[src/rtl/universal_shift_register.sv]
// universal_shift_register: parametrised shifter with single-step and counted-burst modes
module universal_shift_register #(
  parameter int WIDTH       = 6,
  parameter int COUNT_WIDTH = 4
) (
  input  logic                   clockpulse,
  input  logic                   clear,
  input  logic [2:0]             mode,
  input  logic                   serialInputMsb,
  input  logic                   serialInputLsb,
  input  logic                   enablePreset,
  input  logic [WIDTH-1:0]       preset,
  input  logic                   step,
  input  logic                   start,
  input  logic [COUNT_WIDTH-1:0] shiftCount,
  output logic [WIDTH-1:0]       out,
  output logic [WIDTH-1:0]       notout,
  output logic                   serialOutMsb,
  output logic                   serialOutLsb,
  output logic                   busy,
  output logic                   done
);
  typedef enum logic {IDLE, BUSY} state_t;
  state_t                 state_q;
  logic [WIDTH-1:0]       out_q, step_d, burst_d;
  logic [COUNT_WIDTH-1:0] cnt_q;
  logic [2:0]             mode_q;
  logic                   busy_q, done_q;

  function automatic logic [WIDTH-1:0] apply_op(input logic [2:0] m, input logic [WIDTH-1:0] v,
                                                input logic msb_in, input logic lsb_in);
    return m == 3'b001 ? {msb_in, v[WIDTH-1:1]} :
           m == 3'b010 ? {v[WIDTH-2:0], lsb_in} :
           m == 3'b011 ? {v[0], v[WIDTH-1:1]} :
           m == 3'b100 ? {v[WIDTH-2:0], v[WIDTH-1]} :
           m == 3'b101 ? {v[WIDTH-1], v[WIDTH-1:1]} : v;
  endfunction

  // single-step uses the live mode, bursts use the mode captured at start
  always_comb begin
    step_d  = apply_op(mode, out_q, serialInputMsb, serialInputLsb);
    burst_d = apply_op(mode_q, out_q, serialInputMsb, serialInputLsb);
  end

  // IDLE/BUSY control with preset overriding everything, including a running burst
  always_ff @(posedge clockpulse or posedge clear) begin
    if (clear) begin
      state_q <= IDLE;
      out_q   <= '0;
      cnt_q   <= '0;
      mode_q  <= 3'b000;
      busy_q  <= 1'b0;
      done_q  <= 1'b0;
    end else begin
      done_q <= 1'b0;
      if (enablePreset) begin
        out_q   <= preset;
        state_q <= IDLE;
        busy_q  <= 1'b0;
        cnt_q   <= '0;
      end else if (state_q == IDLE) begin
        if (start) begin
          mode_q <= mode;
          cnt_q  <= shiftCount;
          if (shiftCount == '0) begin
            done_q <= 1'b1;
          end else begin
            state_q <= BUSY;
            busy_q  <= 1'b1;
          end
        end else if (step) begin
          out_q <= step_d;
        end
      end else begin
        out_q <= burst_d;
        cnt_q <= cnt_q - 1'b1;
        if (cnt_q == COUNT_WIDTH'(1)) begin
          state_q <= IDLE;
          busy_q  <= 1'b0;
          done_q  <= 1'b1;
        end
      end
    end
  end

  assign out          = out_q;
  assign notout       = ~out_q;
  assign serialOutMsb = out_q[WIDTH-1];
  assign serialOutLsb = out_q[0];
  assign busy         = busy_q;
  assign done         = done_q;
endmodule

[config.mk]
export PLATFORM = sky130hd
export DESIGN_NAME = universal_shift_register
export DESIGN_NICKNAME = d
export VERILOG_FILES = /design/src/rtl/universal_shift_register.sv
export SDC_FILE = /design/constraint.sdc
export NUM_CORES = 1
export LEC_CHECK = 0
export ABC_AREA = 1
export BUFFER_PORTS_ARGS = -buffer_cell sky130_fd_sc_hd__buf_2
export CORE_ASPECT_RATIO = 0.8
export CORE_MARGIN = 5
export CORE_UTILIZATION = 42
export DETAILED_ROUTE_END_ITERATION = 10
export PLACE_DENSITY = 0.75
export SYNTH_ARGS = -nofsm -noshare
export SYNTH_HDL_FRONTEND = slang
export SYNTH_SLANG_ARGS = --single-unit
[constraint.sdc]
create_clock -name clockpulse -period 2.3 [get_ports clockpulse]
set_input_delay 0.46 -clock clockpulse [delete_from_list [all_inputs] [get_ports clockpulse]]
set_output_delay 0.46 -clock clockpulse [all_outputs]
set_load 0.005 [all_outputs]
Yosys cells after proc, flatten, opt, wreduce, memory -nomap -nowiden
Cells that the tools add are included.
{"block": "word_totals", "register_bits": 16, "out_inout_bits": 16}
{"block": "classes", "addsub": 1, "n_eq_ne": 16, "n_mux": 32, "n_bitwise": 3, "reduce_logical": 9}
{"cell": "6-bit 2-to-1 mux", "count": 12}
{"cell": "1-bit 2-to-1 mux", "count": 15}
{"cell": "3-bit by 2-bit == test with 1-bit output, second input constant", "count": 4}
{"cell": "3-bit == test, second input constant", "count": 4}
{"cell": "4-bit 2-to-1 mux", "count": 3}
{"cell": "5-bit 2-to-1 mux", "count": 2}
{"cell": "4-bit AND reduction", "count": 2}
{"cell": "7-bit by 2-bit inequality test with 1-bit output, second input constant", "count": 1}
{"cell": "7-bit nonzero test", "count": 1}
{"cell": "3-bit by 1-bit == test with 1-bit output, second input constant", "count": 2}
{"cell": "3-bit by 2-bit inequality test with 1-bit output, second input constant", "count": 2}
{"cell": "6-bit by 2-bit inequality test with 1-bit output, second input constant", "count": 1}
{"cell": "6-bit inverter", "count": 1}
{"cell": "3-bit AND reduction", "count": 2}
{"cell": "3-bit nonzero test", "count": 2}
{"cell": "6-bit nonzero test", "count": 1}
{"cell": "4-bit by 1-bit == test with 1-bit output, second input constant", "count": 1}
{"cell": "4-bit zero test", "count": 1}
{"cell": "4-bit by 1-bit subtractor with 4-bit output, second input constant", "count": 1}
{"cell": "3-bit inequality test, second input constant", "count": 1}
{"cell": "1-bit inverter", "count": 2}

Depth between registers and ports, before layout
{"block": "depth", "ltp_word": 10, "ltp_mapped": 9, "ltp_nobuf": 9}

Worst setup path after synthesis
Ideal clock, no wire load.
{"block": "synth_timing", "path_type": "input -> register", "start": "input port enablePreset", "end": "register out_q[4] (netlist: out[4])", "setup_time_ns": 0.117, "arrival_ns": 1.144, "t_required_ns": 2.183, "slack_ns": 1.040, "stages": 8, "n_path_buf": 1, "path_cell_list": "buf_6 inv_1 nand2_4 nor3_2 nor2_2 nand2_1 nor2_1 nor2_1"}
{"block": "synth_between", "elab_chain_len": 2, "elab_cells_between_ends": 6, "classes_between": "eq/ne: 2; mux: 1; reduce/logical: 3"}
{"item": "from (decl)", "line": "11", "text": "input logic enablePreset,"}
{"item": "7-bit by 2-bit inequality test with 1-bit output (no line) (tied with other cells)"}
{"item": "4-bit AND reduction (no line)"}
{"item": "to (signal assigned)", "line": "57", "text": "out_q <= preset;"}
{"item": "to (signal assigned)", "line": "72", "text": "out_q <= step_d;"}
{"item": "to (signal assigned)", "line": "75", "text": "out_q <= burst_d;"}
{"item": "to (decl)", "line": "25", "text": "logic [WIDTH-1:0] out_q, step_d, burst_d;"}
Parallel ways exist; a longest one is shown, timed or not.
A chain may end at the register's enable or synchronous reset.

Worst setup path in the final report
{"block": "layout_timing", "start": "register out_q[0] (netlist: out[0])", "end": "output port notout[0]"}
{"block": "layout_between", "elab_chain_len": 1}
{"item": "6-bit inverter", "line": "87", "text": "assign notout = ~out_q;"}
{"item": "to (decl)", "line": "17", "text": "output logic [WIDTH-1:0] notout,"}
Every way passes these cells.

==> flow_metrics.py <==
metrics = {
    "run_status": {
        "status": "completed",
    },
    "clocking": {
        "clockBufferDepth": 2,
        "cts.sinks": 16,
        "root_buffer": "clkbuf_8",
        "clkLatencyLatePin_ns": 0.26,
        "hold_buffers": 0,
        "post-cts-setup-buffers": 0,
        "htree_levels": 1,
        "cts_tree": "done",
        "cts_buffers": 3,
        "cts-resized-gates": 0,
        "clkTransAtPathRegs_ns": 0.07,
    },
    "timing": {
        "relSlewSlack_pct": 58.7,
        "layout_min_cycle_time_ns": 1.44,
        "max_freq_ghz": 0.693,
        "fin_crit_sh_pct": 62.7,
        "setup_tns_ns": 0,
        "worst_pin_slew_ns": 0.619,
        "hold_violations": 0,
        "skew_ns": 0.00509,
        "drv_slew": 0,
        "setup_viol_count_final": 0,
        "rsz0062_at_grt": "no",
    },
    "logic_synthesis": {
        "synthDistinctLibCells": 23,
        "syn_area_sq_um": 1280,
        "postSynthAreaPerCell_sq_um": 6.52,
        "synth_nets": 218,
        "ys_ff_latch": 16,
        "seq_area_frac_synth_pct": 31.3,
        "syn_inst": 196,
        "ys_warn_count": 0,
    },
    "worst_setup_path": {
        "worstPathRequired_ns": 1.84,
        "cp_slowest_cell": "dfrtp_1",
        "startpoint": "out[0]$_DFFE_PP0P_",
        "critPathMaxFanout": 6,
        "crit_chain": "inv_1, buf_2",
        "crit_type": "reg2out",
        "worst-path-buf-inv": 2,
        "cp-end-kind": "primary output",
        "r2r_start": "state_q$_DFF_PP0_",
        "cp.arrival_ns": 0.98,
        "cp_top_family": "flip-flops",
        "max_stage_delay_ns": 0.45,
        "cp-start-kind": "flop",
    },
    "route": {
        "wl_per_cell_microns": 12.5,
        "antenna_left": 0,
        "post-route-drc-count": 0,
        "dr.pass1.iters": 4,
        "drtIter0Drc": 110,
        "wl_microns": 3360,
        "met2WireLength_microns": 1430,
        "vias": 1304,
        "wl_met3_microns": 211,
        "drt-vias-per-instance": 4.85,
        "dr.max_layer_used": "met4",
        "met1_length_microns": 1650,
    },
    "floorplanning": {
        "boundaryPins": 36,
        "fp-row-count": 17,
        "coreArea_sq_um": 2830,
        "dieWidth_microns": 71.7,
        "die_y_microns": 59.3,
        "die_area_sq_um": 4250,
        "initial_core_util_pct": 45.2,
    },
    "finish": {
        "drive_above_1_share_pct": 25.1,
        "layout.cells.most_common": "nand2_1",
        "stdcell_count": 269,
        "fillers": 289,
        "final_cell_mix": "nand2_1 (53), buf_2 (35), nand3_1 (29), nor2_1 (28), inv_1 (23)",
        "num_antenna_cells": 0,
        "area_growth_syn_to_layout_pct": 18.8,
        "fin_nets": 254,
    },
    "place": {
        "dp_hpwl_microns": 2620,
        "placed_cells": 265,
        "io_buffers": 35,
        "gp_congestion": 0.959,
    },
    "run": {
        "drv_cap": 0,
    },
    "global_route": {
        "antenna_found_initial": 0,
        "grt_pass1_wl_microns": 5660,
        "grtUsageTotal_pct": 17.2,
        "grt_max_degree": 17,
        "first_global_vias": 1210,
        "overflow": 0,
    },
    "min_path": {
        "holdCritPathClass": "in2async",
    },
    "power": {
        "p_leak_nw": 0.855,
        "ir_drop_uv": 431,
        "p_per_area_nw_per_um2": 778,
    },
}
-- cells in the mapped netlist (all sizes together) --
cell / count / share of area (%)
inv: 27 / 8.1
dfrtp: 16 / 31
o21ai: 15 / 5.9
a21oi: 2 / 0.78
a32oi: 1 / 0.69
a22oi: 1 / 0.59
o32ai: 1 / 0.69
buf: 4 / 2.9
ha: 2 / 2.0
nor3: 1 / 0.78
nor2: 35 / 14
o21bai: 1 / 0.59
nand3: 29 / 11
nand4: 1 / 0.49
nand2: 60 / 20
-- cell families (layout without fill, tap and decap cells) --
logic type                 Yosys count  count (layout)  synth area share [%]
and+or+nand+nor                    126             126                  46.4
buffers and inverters               31              66                  11.1
AOI/OAI and AO/OA                   21              21                  9.21
DFF                                 16              16                  31.3
adders and majority gates            2               2                  1.96
-- report_power, final --
part | switching, mW | internal (mW)
registers | 0.0601 | 0.344
clock network | 0.104 | 0.152
logic | 0.329 | 0.192
total | 0.493 | 0.688
-- final cells by class --
type	instances	area (sq um)	area share, %
Tap cell	38	47.5	3.13
Multi-Input combinational cell	149	736	48.5
Sequential cell	16	400	26.4
Timing Repair Buffer	35	175	11.5
Inverter	27	104	6.84
Clock buffer	4	55.1	3.63
-- flip-flops by register name, indices dropped and copies added, names as in the netlist --
name     flops
busy         1
out          6
cnt_q        4
mode_q       3
done         1
state_q      1
-- per-stage QoR --
step | utilization, % | setup slack, ns | hold slack (ns) | total power, mW | area (sq um)
floorplan | - | 1.04 | 0.374 | 0.757 | 1280
global placement | 51.7 | 0.770 | 0.466 | 0.932 | 1460
detailed placement | 51.7 | 0.728 | 0.463 | 0.929 | 1460
CTS | 53.6 | 0.852 | 0.294 | 1.19 | 1520
global route | 53.6 | 0.743 | 0.323 | 1.28 | 1520
finish | 53.6 | 0.858 | 0.269 | 1.18 | 1520
-- path summary, 6_finish.rpt --
path                                               to  depth (start not counted)  slack, ns
worst min register to register       busy$_DFFE_PP0P_                          2       0.48
worst max register to register     out[1]$_DFFE_PP0P_                          6       0.87
worst min-delay path               out[4]$_DFFE_PP0P_                          2       0.27
min in group clockpulse         mode_q[2]$_DFFE_PP0P_                          3       0.46
max in group asynchronous          out[3]$_DFFE_PP0P_                          2       1.63
worst max-delay path                        notout[0]                          2       0.86
-- worst register-to-register path, delay by kind of cell (launching register included) --
family | cells | cell delay (ns)
flip-flops | 1 | 0.43
AND/OR/NAND/NOR | 5 | 0.70
AO/OA/AOI/OAI | 1 | 0.19
-- per-layer routing --
metal / GRT usage (%) / up-vias
met5: 0 / -
met4: 6.97 / 0
met3: 4.24 / 6
met2: 24.9 / 47
met1: 24.3 / 555
li1: - / 696
No activity file was read; power rests on OpenSTA's default activity.
